==> config.mk <==
export PLATFORM = sky130hd
export DESIGN_NAME = cordic_rotator
export DESIGN_NICKNAME = d
export VERILOG_FILES = /design/src/rtl/cordic_rotator.sv
export SDC_FILE = /design/constraint.sdc
export NUM_CORES = 1
export LEC_CHECK = 0
export ABC_CLOCK_PERIOD_IN_PS = 10850
export CAP_MARGIN = 30
export CORE_MARGIN = 2
export CORE_UTILIZATION = 50
export DETAILED_ROUTE_END_ITERATION = 6
export PLACE_DENSITY = 0.72
export SLEW_MARGIN = 10
export SYNTH_ARGS = -nofsm -noshare
export SYNTH_HDL_FRONTEND = slang
export SYNTH_SLANG_ARGS = --single-unit
==> constraint.sdc <==
create_clock -name clk -period 10.85 [get_ports clk]
set_input_delay 2.17 -clock clk [delete_from_list [all_inputs] [get_ports clk]]
set_output_delay 2.17 -clock clk [all_outputs]
set_load 0.01 [all_outputs]
==> src/rtl/cordic_rotator.sv <==
// Iterative rotation-mode CORDIC engine that computes cos/sin of a signed Q2.14 angle within +/-pi/2.
// It performs one micro-rotation per clock; results are Q.14, sign-extended to 32 bits and held between requests.
module cordic_rotator #(
    parameter int ITERATIONS = 14,
    parameter int DATA_W     = 16,
    parameter int FRAC_BITS  = 14
) (
    input  logic              clk,
    input  logic              rst,
    input  logic              start,
    input  logic [DATA_W-1:0] angle,
    output logic              busy,
    output logic              done,
    output logic              err,
    output logic [31:0]       cos_out,
    output logic [31:0]       sin_out
);

    localparam int REG_W = DATA_W + 2;

    localparam logic signed [REG_W-1:0]  K_INIT    = REG_W'(9949);
    localparam logic signed [DATA_W-1:0] ANGLE_MAX = DATA_W'(25736);
    localparam logic signed [DATA_W-1:0] ANGLE_MIN = -ANGLE_MAX;
    localparam logic [3:0]               LAST_ITER = 4'(ITERATIONS - 1);

    // The ROM and the constants above are scaled for a 14-bit fraction.
    if (ITERATIONS < 8 || ITERATIONS > 16 || FRAC_BITS != 14 || DATA_W < 16) begin : g_param_check
        $error("cordic_rotator: unsupported parameter set");
    end

    typedef enum logic [1:0] {
        IDLE,
        ROTATE,
        FINISH
    } state_t;

    state_t state, state_next;

    logic signed [DATA_W-1:0] angle_s;
    logic                     in_range;
    logic [3:0]               iter;
    logic signed [REG_W-1:0]  x, y, z;
    logic signed [REG_W-1:0]  x_next, y_next, z_next;
    logic signed [REG_W-1:0]  x_shr, y_shr, atan_i;
    logic                     rot_pos;

    function automatic logic signed [REG_W-1:0] atan_rom(input logic [3:0] idx);
        case (idx)
            4'd0:    return REG_W'(12868);
            4'd1:    return REG_W'(7596);
            4'd2:    return REG_W'(4014);
            4'd3:    return REG_W'(2037);
            4'd4:    return REG_W'(1023);
            4'd5:    return REG_W'(512);
            4'd6:    return REG_W'(256);
            4'd7:    return REG_W'(128);
            4'd8:    return REG_W'(64);
            4'd9:    return REG_W'(32);
            4'd10:   return REG_W'(16);
            4'd11:   return REG_W'(8);
            4'd12:   return REG_W'(4);
            4'd13:   return REG_W'(2);
            4'd14:   return REG_W'(1);
            default: return REG_W'(0);
        endcase
    endfunction

    assign angle_s  = angle;
    assign in_range = (angle_s >= ANGLE_MIN) && (angle_s <= ANGLE_MAX);
    assign busy     = (state == ROTATE);

    always_ff @(posedge clk) begin
        if (rst) state <= IDLE;
        else     state <= state_next;
    end

    always_comb begin
        // NOTE: every combinational output gets a default first, so no path can leave a latch behind.
        state_next = state;
        case (state)
            IDLE:    if (start && in_range) state_next = ROTATE;
            ROTATE:  if (iter == LAST_ITER) state_next = FINISH;
            FINISH:  state_next = IDLE;
            default: state_next = IDLE;
        endcase
    end

    // One micro-rotation, steered by the sign of the residual angle.
    always_comb begin
        x_shr   = x >>> iter;
        y_shr   = y >>> iter;
        atan_i  = atan_rom(iter);
        rot_pos = ~z[REG_W-1];
        if (rot_pos) begin
            x_next = x - y_shr;
            y_next = y + x_shr;
            z_next = z - atan_i;
        end else begin
            x_next = x + y_shr;
            y_next = y - x_shr;
            z_next = z + atan_i;
        end
    end

    always_ff @(posedge clk) begin
        if (rst) begin
            x       <= '0;
            y       <= '0;
            z       <= '0;
            iter    <= '0;
            done    <= 1'b0;
            err     <= 1'b0;
            cos_out <= '0;
            sin_out <= '0;
        end else begin
            // NOTE: state is updated with non-blocking assignments so every flop samples pre-edge values.
            done <= 1'b0;
            case (state)
                IDLE: begin
                    if (start) begin
                        if (in_range) begin
                            x    <= K_INIT;
                            y    <= '0;
                            z    <= REG_W'(angle_s);
                            iter <= '0;
                        end else begin
                            err     <= 1'b1;
                            done    <= 1'b1;
                            cos_out <= '0;
                            sin_out <= '0;
                        end
                    end
                end
                ROTATE: begin
                    x    <= x_next;
                    y    <= y_next;
                    z    <= z_next;
                    iter <= iter + 4'd1;
                end
                FINISH: begin
                    cos_out <= 32'(x);
                    sin_out <= 32'(y);
                    err     <= 1'b0;
                    done    <= 1'b1;
                end
                default: ;
            endcase
        end
    end

endmodule
==> results.cfg, run 1 <==
[die]
die_height_um = 141.5
initial_utilization_pct = 50.68
die_width_um = 141.5
core_area_sq_um = 18640
num_io_pins = 86
die_footprint_sq_um = 20010
number_of_rows_created_at_floorplan = 50

[synthesis]
postSynthRegisterBits = 112
syn-instance-count = 1133
ys_warn_count = 0
mappedNetlistNets = 1216
syn_avg_cell_area_sq_um = 8.339
postSynth.topFlopCell = dfxtp_1
synth-edff-count = 0
async_reset_ff_share_pct = 0
yosys.cell_types.count = 77
seq_area_frac_synth_pct = 23.73
synth_area_sq_um = 9448

[grt]
grt_pass1_vias = 8062
grt_first_pass_wirelength_mm = 41.98
grt_busiest_layer = met2
global_route.usage.total_pct = 25.94
met2_track_utilization_from_global_routing_pct = 41.31
met3_usage_pct = 5.231
grt_util_met1_pct = 35.70
number_of_antenna_violations_at_the_first_check_in_global_routing = 0
globalRouteOverflowTotal = 0
grt_start_max_net_pins = 84

[timing]
timing.final.hold_violations = 0
rsz0062_at_grt = false
post-route-min-period_ns = 5.725
fmax_mhz = 174.7
period_share_pct = 52.77
setup_viol = 0
max-slew-margin-rel_pct = 40.22
final_hold_slack_ns = 0.4991
final.setup.worst_slack_ns = 5.125
finalSetupTns_ns = 0
final_slew_viol_count = 0
clock_tree_skew_after_final_layout_ns = 0.01314
worst-slew-pin-transition_ns = 0.8967

[clock_tree]
cts_hold_repair.buffers = 0
cts_tree = done
clk_latency_ns = 0.37
cts.htree.levels = 3
cts-root-to-sink-buffers = 2
cts.repair.resized = 0
total_clock_buffers_created_by_cts = 9
clock_pin_slew_on_the_worst_setup_and_hold_paths_ns = 0.09
cts.sinks = 112
postCtsSetupRepairBufs = 0
root_buffer = clkbuf_16

[critical_path]
worst_path_dominant_cell_family = compound AO/OA/AOI/OAI gates
crit_path_cell_trace = buf_4, mux4_2, a222oi_1, mux2_2, and2_1, and3_1, and2_1, nand2_1, a31oi_1, nor2_1, a211o_1, ha_1, nor2_1, a311oi_1, a2111oi_0, a211oi_1, xor2_1, a22o_1
timing.critical_path.slowest_cell_delay_ns = 0.74
regToRegSetupSlack_ns = 5.12
path_max_fanout = 31
critPathArrivalTime_ns = 5.99
worst-setup-path-type = flip-flop to flip-flop
critical_path_buffer_and_inverter_count = 1
category_of_the_worst_setup_path_launch_point = flip-flop
critPathSlowestCell = dfxtp_2
cp.required_ns = 11.11
end_kind = flip-flop

[drt]
drt_first_iter_violations = 839
postRouteAntennaNets = 0
vias_per_cell = 6.177
dr_total_vias = 8568
routed_wirelength_mm = 26.04
drcViolationCount = 0
drtPass1Iterations = 7
routed_wire_length_per_instance_um = 18.77

[pwr]
clkPwrFrac_pct = 15.8
power.share.sequential_pct = 26.2
switchingPower_uw = 971.0
power.switching_fraction_pct = 44.75
powerDensity_nw_per_um2 = 206.4
power.ir.vdd_worst_uv = 142.1
comb_power_share_pct = 58.1
p_leak_nw = 4.102
cell_internal_pwr_mw = 1.199

[placed_design]
gp_congestion = 0.9185
io_buffer_count = 85
detailed_place_hpwl_mm = 18.52
dpl_worst_slack_ns = 5.122

[final_layout]
layout.nets = 1231
area_delta_synth_final_pct = 11.27
sequential_cell_area_sq_um = 2247
final_cell_mix = nor2_1, dfxtp_1, clkdlybuf4s50_1
total_area_of_multi_input_combinational_cells_sq_um = 6530
fill_cells = 1714
final_core_util_pct = 56.39
mostFrequentLayoutCell = nor2_1
final_layout_size_suffix_gt1_share_pct = 8.673
antenna-diode-count = 0

[hold_path]
hp-class = flip-flop to flip-flop

[run]
max_cap_check_violation_count = 0

[status]
status = finished, final reports clean
registers in the layout, indices dropped and copies added, names as in the netlist:
register / flops
sin_out: 18
z: 18
iter: 4
y: 18
state: 2
done: 1
x: 18
err: 1
atan_i: 14
cos_out: 18
layout make-up:
type,count,share of cell area (%)
flip-flops and latches,112,21.38
multi-input cells,879,62.12
well taps,234,2.785
inverters,47,1.678
clock buffers,9,2.142
repair buffers,99,9.176
clock inverters,7,0.7260
kinds of logic (layout without fill, tap and decap cells):
group | after synthesis | in the layout | synth area share (%)
AOI/OAI and AO/OA | 302 | 302 | 21.43
DFF | 112 | 112 | 23.73
xor gates and xnor gates | 87 | 87 | 8.145
and+or+nand+nor | 337 | 337 | 16.45
adders and majority gates | 64 | 64 | 8.714
buffers and inverters | 142 | 162 | 7.231
muxes | 89 | 89 | 14.30
path summary, 6_finish.rpt:
kind	from	cells after the start	to
worst min register to register	err$_SDFFE_PP0P_	2	err$_SDFFE_PP0P_
worst max register to register	iter[1]$_SDFFE_PP0N_	18	x[16]$_SDFFE_PP0N_
worst max-delay path	iter[1]$_SDFFE_PP0N_	18	x[16]$_SDFFE_PP0N_
worst min-delay path	err$_SDFFE_PP0P_	2	err$_SDFFE_PP0P_
worst register-to-register path, delay by kind of cell (launching register included):
family,cells,cell delay [ns]
and+or+nand+nor,6,0.91
muxes,2,0.88
buffers and inverters,1,0.48
adders and majority gates,1,0.34
AOI/OAI and AO/OA,7,2.07
xor gates and xnor gates,1,0.18
DFF,1,0.74
cells in the mapped netlist (3+ instances only):
| master | instances | area, sq um |
|---|---|---|
| buf_1 | 11 | 41.29 |
| nor2b_1 | 15 | 93.84 |
| a222oi_1 | 5 | 50.05 |
| mux2_1 | 3 | 33.78 |
| nand2_1 | 61 | 229.0 |
| xnor2_1 | 47 | 411.6 |
| a21boi_0 | 8 | 60.06 |
| a21o_1 | 14 | 105.1 |
| a221oi_1 | 3 | 26.28 |
| o22ai_1 | 13 | 81.33 |
| or3_1 | 7 | 43.79 |
| a21oi_1 | 76 | 380.4 |
| nand3b_1 | 3 | 22.52 |
| mux2_2 | 18 | 202.7 |
| clkbuf_1 | 40 | 150.1 |
| mux4_2 | 33 | 743.2 |
| o21a_1 | 9 | 67.56 |
| a22oi_1 | 45 | 337.8 |
| o31ai_1 | 4 | 30.03 |
| nand3_1 | 26 | 130.1 |
| and2_1 | 9 | 56.30 |
| and3_1 | 11 | 68.82 |
| mux2i_1 | 33 | 330.3 |
| ha_1 | 61 | 763.2 |
| xor2_1 | 39 | 341.6 |
| o21bai_1 | 5 | 37.54 |
| a211o_1 | 3 | 26.28 |
| nor3_1 | 31 | 155.2 |
| a31oi_1 | 20 | 125.1 |
| nor2_1 | 146 | 548.0 |
| fa_1 | 3 | 60.06 |
| nor3b_1 | 4 | 30.03 |
| nand2b_1 | 10 | 62.56 |
| a211oi_1 | 25 | 187.7 |
| buf_2 | 9 | 45.04 |
| o21ai_1 | 4 | 20.02 |
| o21ai_0 | 36 | 180.2 |
| inv_1 | 46 | 172.7 |
| dfxtp_1 | 112 | 2242 |
| o211ai_1 | 3 | 22.52 |
| buf_4 | 33 | 247.7 |
| a22o_1 | 4 | 35.03 |
power by group through the flow:
stage	clock network, mW	logic, mW	registers, mW
3_5_place_dp	0	1.24	0.570
2_1_floorplan	0	1.03	0.515
5_1_grt	0.363	1.40	0.572
6_report	0.343	1.26	0.567
4_1_cts	0.349	1.24	0.561
3_3_place_gp	0	1.21	0.570
routing by layer:
| layer | wire [um] | vias up |
|---|---|---|
| li1 | - | 4133 |
| met1 | 11830 | 4080 |
| met2 | 11780 | 315 |
| met3 | 1959 | 40 |
| met4 | 467 | 0 |
| met5 | 0 | - |
through the flow:
step	cells	cell area [sq um]	power, mW
after floorplan	1133	9448	1.548
after global placement	1367	10170	1.784
after detailed placement	1368	10170	1.806
after CTS	1384	10480	2.155
after global routing	1387	10510	2.337
final	1387	10510	2.170
No activity file was read; power rests on OpenSTA's default activity.
==> inputs of run 2 (changes only) <==
- ABC_CLOCK_PERIOD_IN_PS: 10850 -> 4800
- PLACE_DENSITY: 0.72 -> 0.75
- clock period: 10.85 -> 4.8 ns (I/O delays scaled with it)
==> results.cfg, run 2 (same netlist as run 1, synthesis figures left out) <==
[grt]
grt_start_max_net_pins = 74
number_of_antenna_violations_at_the_first_check_in_global_routing = 1
globalRouteOverflowTotal = 0
grt_first_pass_wirelength_mm = 44.22
grt_pass1_vias = 8327
global_route.usage.total_pct = 27.71

[critical_path]
worst_path_dominant_cell_family = compound AO/OA/AOI/OAI gates
critical_path_buffer_and_inverter_count = 2
timing.critical_path.slowest_cell_delay_ns = 0.54
cp.required_ns = 5.05
end_kind = flip-flop
critPathSlowestCell = mux4_2
critPathArrivalTime_ns = 4.84
path_max_fanout = 6
category_of_the_worst_setup_path_launch_point = flip-flop
crit_path_cell_trace = buf_4, mux4_2, mux2_4, a222oi_1, a21boi_2, buf_4, and4b_4, and3_1, nor2_1, xor2_1, ha_1, or3_1, nor3_2, nor3_2, a31oi_2, o211ai_1, xor2_1, a22o_1
worst-setup-path-type = flip-flop to flip-flop

[pwr]
comb_power_share_pct = 62.0
clkPwrFrac_pct = 15.8
power.ir.vdd_worst_uv = 328.9
cell_internal_pwr_mw = 3.014
switchingPower_mw = 2.340
powerDensity_nw_per_um2 = 472.8
power.switching_fraction_pct = 43.70
p_leak_nw = 4.538
power.share.sequential_pct = 22.2

[drt]
postRouteAntennaNets = 0
drtPass1Iterations = 5
dr_total_vias = 8996
drcViolationCount = 0
drt_first_iter_violations = 808
detailroute.wirelength.met3_mm = 2.062
vias_per_cell = 6.132
routed_wire_length_per_instance_um = 19.16
top_signal_layer_used = met4
met1_length_mm = 12.64
met2_length_mm = 12.98
routed_wirelength_mm = 28.10

[placed_design]
placed_standard_cell_area_sq_um = 10700
detailed_place_hpwl_mm = 20.73
gp_congestion = 0.9506
io_buffer_count = 85

[timing]
post-route-min-period_ns = 4.582
period_share_pct = 95.46
final_hold_slack_ns = 0.5036
worst-slew-pin-transition_ns = 0.9195
max-slew-margin-rel_pct = 38.63
timing.final.hold_violations = 0
setup_viol = 0
clock_tree_skew_after_final_layout_ns = 0.01468
fmax_mhz = 218.2
final_slew_viol_count = 0

[clock_tree]
root_buffer = clkbuf_16
cts_hold_repair.buffers = 0
clock_pin_slew_on_the_worst_setup_and_hold_paths_ns = 0.09
cts_tree = done
clk_latency_ns = 0.37
total_clock_buffers_created_by_cts = 9
cts.htree.levels = 3
cts.sinks = 112
cts-root-to-sink-buffers = 2

[final_layout]
final_layout_size_suffix_gt1_share_pct = 16.63
mostFrequentLayoutCell = nor2_1
layout.nets = 1311
antenna-diode-count = 0
final_cell_mix = nor2_1, dfxtp_1, buf_4
area_delta_synth_final_pct = 19.86
final_design_area_no_fill_sq_um = 11320

[die]
die_footprint_sq_um = 20010
die_height_um = 141.5
number_of_rows_created_at_floorplan = 50
initial_utilization_pct = 50.68
num_io_pins = 86
die_width_um = 141.5
core_area_sq_um = 18640

[run]
max_cap_check_violation_count = 0

[status]
status = finished, final reports clean

[hold_path]
hp-class = flip-flop to flip-flop
run 2: path summary, 6_finish.rpt:
path	depth (start not counted)	from	end	slack [ns]
setup reg to reg	18	iter[1]$_SDFFE_PP0N_	y[16]$_SDFFE_PP0N_	0.22
hold / removal	2	sin_out[10]$_SDFFE_PP0P_	sin_out[10]$_SDFFE_PP0P_	0.50
hold reg to reg	2	sin_out[10]$_SDFFE_PP0P_	sin_out[10]$_SDFFE_PP0P_	0.50
setup / recovery	18	iter[1]$_SDFFE_PP0N_	y[16]$_SDFFE_PP0N_	0.22
run 2: power groups by stage:
stage / clock, mW / combinational, mW / sequential [mW]
after global routing: 0.894 / 3.65 / 1.20
final: 0.846 / 3.32 / 1.19
after floorplan: 0 / 2.34 / 1.16
after CTS: 0.858 / 3.15 / 1.19
after global placement: 0 / 3.07 / 1.21
after detailed placement: 0 / 3.11 / 1.21
run 2: worst min-delay path, stage by stage, from the launching register on:
cell,delay [ns]
dfxtp_1,0.34
a22oi_1,0.06
nor2_1,0.07
run 2: layout make-up:
class                           count  area [sq um]
Sequential cell                   112          2255
Multi-Input combinational cell    879          6654
Fill cell                        1647          7318
Tap cell                          234         292.8
Timing Repair Buffer              179          1617
Inverter                           47         178.9
Clock inverter                      7         102.6
Clock buffer                        9         225.2
run 2: layer usage:
metal | global-route usage, % | vias up
met2 | 44.58 | 357
met1 | 38.95 | 4308
met4 | 5.579 | 0
met5 | 0 | -
met3 | 5.400 | 36
li1 | - | 4295
run 2: what timing repair did:
action,in CTS,in global routing
pin swaps,0,13
endpoints found under the hold margin,0,0
endpoints found under the setup margin,2,11
resized for setup,6,35
buffers inserted,0,17
run 2: metrics by stage:
stage                     power (mW)  instances  setup TNS (ns)  util [%]  worst slack, ns
after floorplan                3.500       1133               0         -           0.1638
after global placement         4.279       1433               0     57.41          0.01003
after detailed placement       4.318       1433         -0.1509     57.41          -0.1509
after CTS                      5.199       1449               0     59.28         0.001111
after global routing           5.741       1467        -0.02301     60.75         -0.01637
final                          5.355       1467               0     60.75           0.2179
